===== src/rtl/sram_arbiter.sv =====
// rtl/sram_arbiter.sv - two-port round-robin SPRAM arbiter with bank-turnaround protection
module sram_arbiter #(
   parameter int ADDR_W = 16,
   parameter int DATA_W = 16
) (
   input  logic              clk,
   input  logic              resetn,
   input  logic              a_req,
   input  logic              a_we,
   input  logic [ADDR_W-1:0] a_addr,
   input  logic [DATA_W-1:0] a_wdata,
   output logic              a_gnt,
   output logic              a_rvalid,
   output logic [DATA_W-1:0] a_rdata,
   input  logic              b_req,
   input  logic              b_we,
   input  logic [ADDR_W-1:0] b_addr,
   input  logic [DATA_W-1:0] b_wdata,
   output logic              b_gnt,
   output logic              b_rvalid,
   output logic [DATA_W-1:0] b_rdata,
   output logic              mem_wen,
   output logic [ADDR_W-1:0] mem_addr,
   output logic [DATA_W-1:0] mem_wdata,
   input  logic [DATA_W-1:0] mem_rdata
);

   localparam int BHI = ADDR_W - 1;
   localparam int BLO = ADDR_W - 2;

   // last_q: 0 = port A granted most recently, 1 = port B
   logic              last_q, last_d;
   logic              mem_wen_q, mem_wen_d;
   logic [ADDR_W-1:0] mem_addr_q, mem_addr_d;
   logic [DATA_W-1:0] mem_wdata_q, mem_wdata_d;
   // stage 1: read currently on mem_*; stage 2: its data is on mem_rdata
   logic              rd1_vld_q, rd1_vld_d;
   logic              rd1_port_q, rd1_port_d;
   logic              rd2_vld_q, rd2_port_q;
   logic              a_rvalid_q, b_rvalid_q;
   logic [DATA_W-1:0] a_rdata_q, b_rdata_q;
   logic              a_elig, b_elig;
   logic              gnt_a, gnt_b;

   // Grant selection: a read on mem_* pins the bank for one more cycle so the
   // SPRAM output mux still points at it when its data comes back
   always_comb begin
      a_elig = a_req && (!rd1_vld_q || (a_addr[BHI:BLO] == mem_addr_q[BHI:BLO]));
      b_elig = b_req && (!rd1_vld_q || (b_addr[BHI:BLO] == mem_addr_q[BHI:BLO]));
      gnt_a  = 1'b0;
      gnt_b  = 1'b0;
      if (resetn) begin
         if (a_elig && b_elig) begin
            gnt_a = last_q;
            gnt_b = !last_q;
         end else begin
            gnt_a = a_elig;
            gnt_b = b_elig;
         end
      end
   end

   // Next issue-stage contents taken from the winner; address/data hold when idle
   always_comb begin
      last_d      = last_q;
      mem_wen_d   = 1'b0;
      mem_addr_d  = mem_addr_q;
      mem_wdata_d = mem_wdata_q;
      rd1_vld_d   = 1'b0;
      rd1_port_d  = rd1_port_q;
      if (gnt_a) begin
         last_d      = 1'b0;
         mem_wen_d   = a_we;
         mem_addr_d  = a_addr;
         mem_wdata_d = a_wdata;
         rd1_vld_d   = !a_we;
         rd1_port_d  = 1'b0;
      end else if (gnt_b) begin
         last_d      = 1'b1;
         mem_wen_d   = b_we;
         mem_addr_d  = b_addr;
         mem_wdata_d = b_wdata;
         rd1_vld_d   = !b_we;
         rd1_port_d  = 1'b1;
      end
   end

   // Issue register, round-robin pointer and first read-tracking stage
   always_ff @(posedge clk or negedge resetn) begin
      if (!resetn) begin
         last_q      <= 1'b1;
         mem_wen_q   <= 1'b0;
         mem_addr_q  <= '0;
         mem_wdata_q <= '0;
         rd1_vld_q   <= 1'b0;
         rd1_port_q  <= 1'b0;
      end else begin
         last_q      <= last_d;
         mem_wen_q   <= mem_wen_d;
         mem_addr_q  <= mem_addr_d;
         mem_wdata_q <= mem_wdata_d;
         rd1_vld_q   <= rd1_vld_d;
         rd1_port_q  <= rd1_port_d;
      end
   end

   // Second tracking stage and read-data return to the owning port
   always_ff @(posedge clk or negedge resetn) begin
      if (!resetn) begin
         rd2_vld_q  <= 1'b0;
         rd2_port_q <= 1'b0;
         a_rvalid_q <= 1'b0;
         b_rvalid_q <= 1'b0;
         a_rdata_q  <= '0;
         b_rdata_q  <= '0;
      end else begin
         rd2_vld_q  <= rd1_vld_q;
         rd2_port_q <= rd1_port_q;
         a_rvalid_q <= rd2_vld_q && !rd2_port_q;
         b_rvalid_q <= rd2_vld_q && rd2_port_q;
         if (rd2_vld_q && !rd2_port_q) begin
            a_rdata_q <= mem_rdata;
         end
         if (rd2_vld_q && rd2_port_q) begin
            b_rdata_q <= mem_rdata;
         end
      end
   end

   assign a_gnt     = gnt_a;
   assign b_gnt     = gnt_b;
   assign a_rvalid  = a_rvalid_q;
   assign b_rvalid  = b_rvalid_q;
   assign a_rdata   = a_rdata_q;
   assign b_rdata   = b_rdata_q;
   assign mem_wen   = mem_wen_q;
   assign mem_addr  = mem_addr_q;
   assign mem_wdata = mem_wdata_q;

endmodule


===== config.mk =====
export PLATFORM = sky130hd
export DESIGN_NAME = sram_arbiter
export DESIGN_NICKNAME = d
export VERILOG_FILES = /design/src/rtl/sram_arbiter.sv
export SDC_FILE = /design/constraint.sdc
export NUM_CORES = 1
export LEC_CHECK = 0
export BUFFER_PORTS_ARGS = -buffer_cell sky130_fd_sc_hd__buf_4
export CAP_MARGIN = 20
export CORE_ASPECT_RATIO = 1.1
export CORE_MARGIN = 4
export CORE_UTILIZATION = 35
export CTS_CLUSTER_DIAMETER = 80
export DETAILED_ROUTE_END_ITERATION = 8
export PLACE_DENSITY = 0.69
export SLEW_MARGIN = 20
export SYNTH_ARGS = -nofsm -noshare
export SYNTH_HDL_FRONTEND = slang
export SYNTH_SLANG_ARGS = --single-unit

===== constraint.sdc =====
create_clock -name clk -period 2.5 [get_ports clk]
set_clock_uncertainty 0.1 [all_clocks]
set_input_delay 0.25 -clock clk [delete_from_list [all_inputs] [get_ports clk]]
set_output_delay 0.25 -clock clk [all_outputs]
set_load 0.03 [all_outputs]

==> flow_metrics.py, run 1 <==
metrics = {
    "worst_hold_path": {
        "hold_path.class": "input pin to async pin",
    },
    "yosys": {
        "synth_area_sq_um": 2910,
        "syn-mean-instance-area_sq_um": 13.6,
        "yosys_warnings": 0,
        "synthArstFlopShare_pct": 100,
        "synth-seq-cells": 72,
        "synth.area.top_cells": "dfrtp_1 61%, mux2_2 12%, a222oi_1 7.2%",
        "ys_seq_area_share_pct": 62.0,
        "yosysMostFrequentCell": "dfrtp_1",
        "ys_types": 25,
        "synth_nets": 299,
        "yosysTopAreaCellShare_pct": 61.1,
        "synth_enable_flop_cells": 0,
        "ys.flop_type": "dfrtp_1",
        "synthCells": 213,
        "synth_common_cells": "71 x dfrtp_1, 32 x mux2_2, 23 x inv_1, 21 x a222oi_1, 14 x nand2_1",
        "yosysTopAreaCell": "dfrtp_1",
    },
    "clocking": {
        "htreeDepth": 3,
        "cts_tree": "yes",
        "root_buffer": "clkbuf_8",
        "cts.clk_slew.worst_paths_ns": 0.08,
        "cts_buffers": 9,
        "insertion_delay_ns": 0.33,
        "cts_resized": 0,
        "numClockSinks": 72,
        "cts_buffer_depth": 2,
    },
    "setup_path": {
        "worstSetupPathType": "flop to primary output",
        "cp-end-kind": "primary output",
        "path_max_fanout": 15,
        "worst_setup_path_start_kind": "flop",
        "reg2reg_depth": 7,
        "rrSetupSlack_ns": 0.39,
        "r2r_start": "mem_addr[14]",
        "required_ns": 2.15,
        "timing.rr.end": "mem_addr[4]",
        "cp.arrival_ns": 1.99,
    },
    "placement": {
        "dpl-instance-area_sq_um": 4200,
        "gp_congestion": 0.722,
        "dp_hpwl_mm": 5.53,
        "io_buffer_count": 154,
    },
    "die": {
        "dieArea_sq_um": 9830,
        "row_count": 34,
        "start_util_pct": 36.3,
        "die_y_um": 104,
        "dieWidth_um": 94.9,
        "io-pin-count": 155,
        "coreArea_sq_um": 8000,
    },
    "detailed_routing": {
        "vias_per_cell": 4.76,
        "drtAntennaViolNets": 0,
        "first_pass_iters": 5,
        "wl_met2_mm": 3.64,
        "routedWlPerCell_um": 15.1,
        "vias": 2329,
        "wirelength_met1_mm": 3.04,
        "drc": 0,
        "drtIter0Drc": 129,
        "route.met3.wl_um": 589,
        "maxUsedRoutingLayer": "met4",
        "routed_wl_mm": 7.37,
    },
    "sta": {
        "setup_viol": 0,
        "timing.final.crit_share_pct": 93.8,
        "hold_viol": 0,
        "rsz0062_at_grt": "false",
        "final.setup.tns_ns": 0,
        "fin_hold_ws_ns": 0.0397,
        "slew_violations": 0,
        "tightest_slew_ns": 0.786,
        "max_freq_mhz": 426,
        "min_period_ns": 2.34,
        "max_slew_margin_pct": 47.6,
    },
    "outcome": {
        "status": "complete, no violations",
    },
    "pwr": {
        "power_frac_seq_pct": 35.8,
        "internal-power_uw": 3070,
        "sw_frac_of_total_pct": 36.7,
        "p_leak_uw": 0.00229,
        "power_density_nw_per_um2": 1080,
        "switching_power_uw": 1780,
        "comb_power_share_pct": 41.0,
        "p_clk_share_pct": 23.3,
        "ir_drop_mv": 0.382,
    },
    "grt": {
        "grt_overflow": 0,
        "grt_util_all_layers_pct": 15.1,
        "grt_pass1_vias": 2336,
        "antenna_found_initial": 0,
        "grt_pass1_wl_mm": 11.5,
        "grt_max_degree": 64,
    },
    "job": {
        "max_cap_viol_count": 0,
    },
    "cells_and_area": {
        "drive_gt1_share_pct": 56.7,
        "n_antenna_cell": 0,
        "nNetsFinal": 462,
        "final_area_sq_um": 4480,
        "areaGrowthSynthToFinish_pct": 54.2,
    },
}
[cells in the final DEF, fill, tap and decap left out, types with 3 or more instances in the layout]
| cell | instances |
|---|---|
| nand2_1 | 14 |
| a222oi_1 | 21 |
| o21ai_0 | 3 |
| clkbuf_8 | 10 |
| o21ai_1 | 8 |
| inv_1 | 23 |
| buf_4 | 163 |
| bufinv_16 | 3 |
| mux2_2 | 32 |
| dfrtp_1 | 71 |
| mux2i_1 | 12 |
[metal layers]
metal	vias up	global-route usage, %
met5	-	0
met4	0	6.49
met3	9	3.99
met2	105	23.0
met1	1122	20.1
li1	1093	-
[per-stage QoR]
stage	util, %	setup WS, ns	instances	total power (uW)
2_1_floorplan	-	0.439	213	2910
6_report	56.0	0.155	489	4850
4_1_cts	55.8	0.0274	487	4910
3_5_place_dp	52.6	0.355	470	3770
3_3_place_gp	52.6	0.426	470	3740
5_1_grt	56.0	0.0330	489	5110
[flip-flops by register name (all words and copies together), names as in the netlist]
register / cells
rd2_vld_q: 1
mem_addr: 16
rd1_vld_q: 1
mem_wdata: 16
a_rdata: 16
mem_wen: 1
last_q: 1
b_rdata: 16
rd2_port_q: 1
b_rvalid: 1
a_rvalid: 1
rd1_port_q: 1
[final cells by class]
cell class	instances	area, sq um
repair buffers	165	1250
clock buffers	10	138
multi-input cells	105	950
well taps	108	135
inverters	23	86.3
fillers	704	3520
clock inverters	6	115
flip-flops and latches	72	1800
[worst max-delay path by stage]
| stage | to | slack, ns | start | depth (start not counted) |
|---|---|---|---|---|
| 6_report | b_gnt | 0.16 | mem_addr[14] | 4 |
| 5_1_grt | b_gnt | 0.03 | mem_addr[14] | 4 |
| 4_1_cts | a_gnt | 0.03 | mem_addr[14] | 5 |
| 3_3_place_gp | a_gnt | 0.43 | mem_addr[14] | 6 |
| 2_1_floorplan | mem_addr[0] | 0.44 | mem_addr[15] | 6 |
| 3_5_place_dp | mem_wdata[2] | 0.36 | mem_addr[14] | 7 |
[kinds of logic (layout without fill, tap and decap cells)]
group / after synthesis / count (layout) / synth area share [%]
simple gates: 18 / 18 / 2.58
xor+xnor: 4 / 4 / 1.21
flops: 72 / 72 / 62.0
compound gates: 39 / 39 / 11.8
mux: 44 / 44 / 16.5
buf+inv: 36 / 204 / 5.90
[power by group through the flow]
stage / Clock (uW) / Sequential, uW / Combinational (uW)
after global routing: 1220 / 1780 / 2100
final: 1130 / 1740 / 1990
after detailed placement: 0 / 1760 / 2010
after floorplan: 0 / 2460 / 451
after global placement: 0 / 1750 / 1990
after CTS: 1160 / 1740 / 2010
[critical path, stage by stage, from the launching register on]
cell and delay [ns]:
dfrtp_1 0.43, xor2_1 0.19, o21ai_2 0.27, o211a_1 0.52
buf_4 0.25
[what timing repair did]
action / CTS / global route
setup endpoints to repair: 1 / 1
hold buffers: 1 / 0
hold endpoints to repair: 9 / 0
buffers inserted: 0 / 2
pin swaps: 1 / 1
Note: power is estimated with default switching activity, not from simulation.
==> run 2, diff against run 1 <==
--- a/config.mk
+++ b/config.mk
@@ -12,6 +12,7 @@
 export CORE_UTILIZATION = 35
 export CTS_CLUSTER_DIAMETER = 80
 export DETAILED_ROUTE_END_ITERATION = 8
+export HOLD_SLACK_MARGIN = 0.15
 export PLACE_DENSITY = 0.69
 export SLEW_MARGIN = 20
 export SYNTH_ARGS = -nofsm -noshare
==> flow_metrics.py, run 2 (synthesis results as in run 1) <==
metrics = {
    "clocking": {
        "cts_buffer_depth": 2,
        "cts.clk_slew.worst_paths_ns": 0.08,
        "cts_buffers": 9,
        "insertion_delay_ns": 0.33,
        "htreeDepth": 3,
        "cts_tree": "yes",
        "root_buffer": "clkbuf_8",
        "numClockSinks": 72,
    },
    "cells_and_area": {
        "mostFrequentLayoutCell": "buf_4",
        "areaGrowthSynthToFinish_pct": 83.6,
        "n_antenna_cell": 0,
        "layout_common_cells": "164 x buf_4, 84 x dlygate4sd3_1, 71 x dfrtp_1",
        "nNetsFinal": 547,
        "drive_gt1_share_pct": 47.0,
    },
    "detailed_routing": {
        "routedWlPerCell_um": 16.1,
        "vias_per_cell": 4.75,
        "first_pass_iters": 6,
        "routed_wl_mm": 9.22,
        "drtAntennaViolNets": 0,
        "drtIter0Drc": 146,
        "drc": 0,
        "vias": 2726,
    },
    "die": {
        "dieWidth_um": 94.9,
        "io-pin-count": 155,
        "row_count": 34,
        "dieArea_sq_um": 9830,
        "start_util_pct": 36.3,
        "coreArea_sq_um": 8000,
        "die_y_um": 104,
    },
    "pwr": {
        "sw_frac_of_total_pct": 36.7,
        "switching_power_uw": 1840,
        "power_density_nw_per_um2": 940,
        "ir_drop_mv": 0.404,
        "p_clk_share_pct": 22.6,
        "p_leak_uw": 0.00264,
        "comb_power_share_pct": 42.6,
        "total_power_uw": 5020,
        "power_frac_seq_pct": 34.7,
        "internal-power_uw": 3180,
    },
    "grt": {
        "antenna_found_initial": 0,
        "grt_overflow": 0,
        "grt_pass1_vias": 2951,
        "grt_max_degree": 64,
        "grt_util_all_layers_pct": 19.0,
        "grt_pass1_wl_mm": 14.4,
    },
    "sta": {
        "hold_viol": 0,
        "tightest_slew_ns": 0.791,
        "fin_hold_ws_ns": 0.279,
        "final.setup.tns_ns": 0,
        "setup_viol": 0,
        "timing.final.crit_share_pct": 97.1,
        "max_slew_margin_pct": 47.3,
        "min_period_ns": 2.43,
        "max_freq_mhz": 412,
        "slew_violations": 0,
    },
    "placement": {
        "io_buffer_count": 154,
        "dp_hpwl_mm": 5.53,
        "gp_congestion": 0.722,
    },
    "worst_hold_path": {
        "hold_path.class": "flop to flop",
    },
    "setup_path": {
        "worstSetupPathType": "flop to flop",
        "cp-end-kind": "flop",
        "required_ns": 2.63,
        "path_max_fanout": 12,
        "cp.arrival_ns": 2.56,
        "worst_setup_path_start_kind": "flop",
    },
    "outcome": {
        "status": "complete, no violations",
    },
    "job": {
        "max_cap_viol_count": 0,
    },
}
run 2: through the flow:
stage / utilization, % / setup slack (ns) / area (sq um) / instances
after global routing: 66.7 / -0.0158 / 5340 / 574
after CTS: 66.2 / 0.0181 / 5300 / 570
final: 66.7 / 0.0720 / 5340 / 574
after floorplan: - / 0.439 / 2910 / 213
after detailed placement: 52.6 / 0.355 / 4200 / 470
after global placement: 52.6 / 0.426 / 4200 / 470
run 2: repair_timing:
action | 4_1_cts | 5_1_grt
hold endpoints to repair | 75 | 0
cloned | 0 | 0
setup endpoints to repair | 1 | 6
resized for setup | 0 | 3
hold buffers | 84 | 0
setup buffers | 0 | 4
pin swaps | 1 | 3
run 2: worst max-delay path, cell delays in order (launching register included):
cell           delay [ns]
dfrtp_1              0.44
xnor2_1              0.16
a21boi_0             0.18
buf_4                0.18
a311oi_4             0.05
buf_4                0.21
a222oi_1             0.37
dlygate4sd3_1        0.60
inv_1                0.04
run 2: final timing paths:
| check | start | end | slack, ns | cells past startpoint |
|---|---|---|---|---|
| min reg2reg | rd1_port_q | rd2_port_q | 0.28 | 0 |
| max reg2reg | mem_addr[14] | mem_wdata[1] | 0.07 | 8 |
| max in group asynchronous | resetn | last_q | 1.07 | 3 |
| max | mem_addr[14] | mem_wdata[1] | 0.07 | 8 |
| min in group asynchronous | resetn | a_rdata[6] | 0.63 | 3 |
| min | rd1_port_q | rd2_port_q | 0.28 | 0 |
run 2: area by class of cell:
class                      instances  area (sq um)
clock buffer                      10           138
clock inverter                     6           115
fill                             596          2660
inverter                          23          86.3
multi-input combinational        105           957
sequential                        72          1800
tap                              108           135
timing repair buffer             250          2100
run 2: power groups by stage:
| stage | logic, uW | clock network (uW) | registers [uW] |
|---|---|---|---|
| after floorplan | 451 | 0 | 2460 |
| after global placement | 1990 | 0 | 1750 |
| after detailed placement | 2010 | 0 | 1760 |
| after CTS | 2130 | 1160 | 1740 |
| after global routing | 2250 | 1220 | 1790 |
| final | 2140 | 1140 | 1740 |
run 2: per-layer routing:
layer	vias to the layer above	part of all wire, %	track usage [%]
met5	-	0	0
met4	0	3.3	9.48
met3	26	6.9	4.71
met2	120	52	32.5
met1	1321	38	21.7
li1	1259	-	-
==> run 3, diff against run 2 <==
--- a/config.mk
+++ b/config.mk
@@ -14,6 +14,7 @@
 export DETAILED_ROUTE_END_ITERATION = 8
 export HOLD_SLACK_MARGIN = 0.15
 export PLACE_DENSITY = 0.69
+export SETUP_SLACK_MARGIN = 0.15
 export SLEW_MARGIN = 20
 export SYNTH_ARGS = -nofsm -noshare
 export SYNTH_HDL_FRONTEND = slang
==> flow_metrics.py, run 3 (synthesis results as in run 1) <==
metrics = {
    "placement": {
        "gp_congestion": 0.722,
        "dpl_worst_slack_ns": 0.355,
        "dp_hpwl_mm": 5.53,
        "io_buffer_count": 154,
        "dpl-instance-area_sq_um": 4200,
    },
    "pwr": {
        "power_frac_seq_pct": 34.9,
        "total_power_uw": 5000,
        "switching_power_uw": 1840,
        "comb_power_share_pct": 42.3,
        "internal-power_uw": 3160,
        "p_leak_uw": 0.00262,
        "ir_drop_mv": 0.401,
        "sw_frac_of_total_pct": 36.9,
        "power_density_nw_per_um2": 943,
        "p_clk_share_pct": 22.8,
    },
    "setup_path": {
        "path_depth": 6,
        "startpoint": "resetn",
        "worstPathBufferInverterCount": 4,
        "timing.rr.end": "mem_wdata[13]",
        "critPathCapture": "a_gnt",
        "slowest_stage": "dlygate4sd3_1",
        "reg2reg_depth": 7,
        "cpPeakStageDelay_ns": 0.56,
        "path_max_fanout": 12,
        "cp.arrival_ns": 1.92,
        "crit_chain": "dlygate4sd3_1 -> buf_4 -> nand2_1 -> a311oi_4 -> buf_6 -> buf_4",
        "critPathTopFamily": "buffers and inverters",
        "required_ns": 2.15,
        "worst_path_most_repeated_cell": "buf_4",
        "cp-end-kind": "primary output",
        "r2r_start": "mem_addr[14]",
        "worst_setup_path_start_kind": "input pin",
        "worstSetupPathType": "input pin to primary output",
        "rrSetupSlack_ns": 0.40,
    },
    "cells_and_area": {
        "post-route-util_pct": 66.3,
        "drive_gt1_share_pct": 46.8,
        "final_area_sq_um": 5310,
        "nNetsFinal": 543,
        "areaGrowthSynthToFinish_pct": 82.5,
        "layout_common_cells": "161 x buf_4, 83 x dlygate4sd3_1, 71 x dfrtp_1",
        "mostFrequentLayoutCell": "buf_4",
        "fillerInstances": 594,
        "n_antenna_cell": 0,
    },
    "detailed_routing": {
        "routedWlPerCell_um": 16.1,
        "drc": 0,
        "drtAntennaViolNets": 0,
        "drtIter0Drc": 151,
        "routed_wl_mm": 9.19,
        "vias_per_cell": 4.75,
        "first_pass_iters": 5,
        "vias": 2710,
    },
    "clocking": {
        "cts_buffer_depth": 2,
        "cts_tree": "yes",
        "insertion_delay_ns": 0.33,
        "cts.clk_slew.worst_paths_ns": 0.08,
        "htreeDepth": 3,
        "cts_buffers": 9,
        "numClockSinks": 72,
        "root_buffer": "clkbuf_8",
    },
    "die": {
        "die_y_um": 104,
        "io-pin-count": 155,
        "start_util_pct": 36.3,
        "coreArea_sq_um": 8000,
        "row_count": 34,
        "dieArea_sq_um": 9830,
        "dieWidth_um": 94.9,
    },
    "sta": {
        "rsz0062_at_grt": "true",
        "min_period_ns": 2.27,
        "tightest_slew_ns": 0.782,
        "max_slew_margin_pct": 47.8,
        "hold_viol": 0,
        "max_freq_mhz": 441,
        "timing.final.crit_share_pct": 90.7,
        "worst_slack_ns": 0.232,
        "setup_viol": 0,
        "slew_violations": 0,
        "final.setup.tns_ns": 0,
    },
    "grt": {
        "grt_pass1_wl_mm": 14.5,
        "grt_max_degree": 64,
        "grt_util_all_layers_pct": 19.2,
        "grt_overflow": 0,
        "grt_pass1_vias": 2960,
        "antenna_found_initial": 0,
    },
    "job": {
        "max_cap_viol_count": 0,
    },
    "worst_hold_path": {
        "hold_path.class": "input pin to async pin",
    },
    "outcome": {
        "status": "complete, no violations",
    },
}
run 3: area by class of cell:
| cell class | count | area [sq um] | share of cell area (%) |
|---|---|---|---|
| clock inverters | 6 | 115 | 2.17 |
| well taps | 108 | 135 | 2.55 |
| repair buffers | 246 | 2070 | 39.0 |
| inverters | 23 | 86.3 | 1.63 |
| flip-flops and latches | 72 | 1800 | 34.0 |
| multi-input cells | 105 | 957 | 18.0 |
| clock buffers | 10 | 138 | 2.59 |
run 3: stage by stage:
stage	cells	hold WS [ns]
after detailed placement	470	0.00101
after global placement	470	-0.000986
after CTS	570	0.204
final	570	0.235
after floorplan	213	-0.146
after global routing	570	0.215
run 3: worst min path at each step:
stage,end,cells after the start
2_1_floorplan,a_rdata[0],0
3_3_place_gp,rd1_vld_q,1
3_5_place_dp,rd1_vld_q,1
4_1_cts,mem_wdata[6],2
5_1_grt,mem_wdata[6],2
6_report,mem_wdata[6],2
run 3: worst register-to-register path: stages, from the launching register on:
cell,delay (ns)
dfrtp_1,0.43
xor2_1,0.22
o21ai_2,0.14
a311oi_4,0.36
buf_4,0.21
buf_4,0.21
mux2i_1,0.23
o21ai_1,0.07
run 3: per-layer routing:
layer	GRT usage (%)	vias to the layer above	share of wire [%]
li1	-	1249	-
met1	22.3	1309	39
met2	32.6	126	51
met3	4.57	26	7.2
met4	8.97	0	3.2
met5	0	-	0
run 3: timing repair:
action | 4_1_cts | 5_1_grt
setup buffers | 1 | 0
gates resized for setup | 1 | 2
pin swaps | 1 | 0
hold endpoints to repair | 75 | 0
setup endpoints to repair | 2 | 2
hold buffers | 83 | 0
run 3: power by group through the flow:
stage / clock (uW) / sequential (uW) / combinational [uW]
6_report: 1140 / 1740 / 2120
5_1_grt: 1230 / 1790 / 2230
4_1_cts: 1160 / 1740 / 2120
3_5_place_dp: 0 / 1760 / 2010
3_3_place_gp: 0 / 1750 / 1990
2_1_floorplan: 0 / 2460 / 451
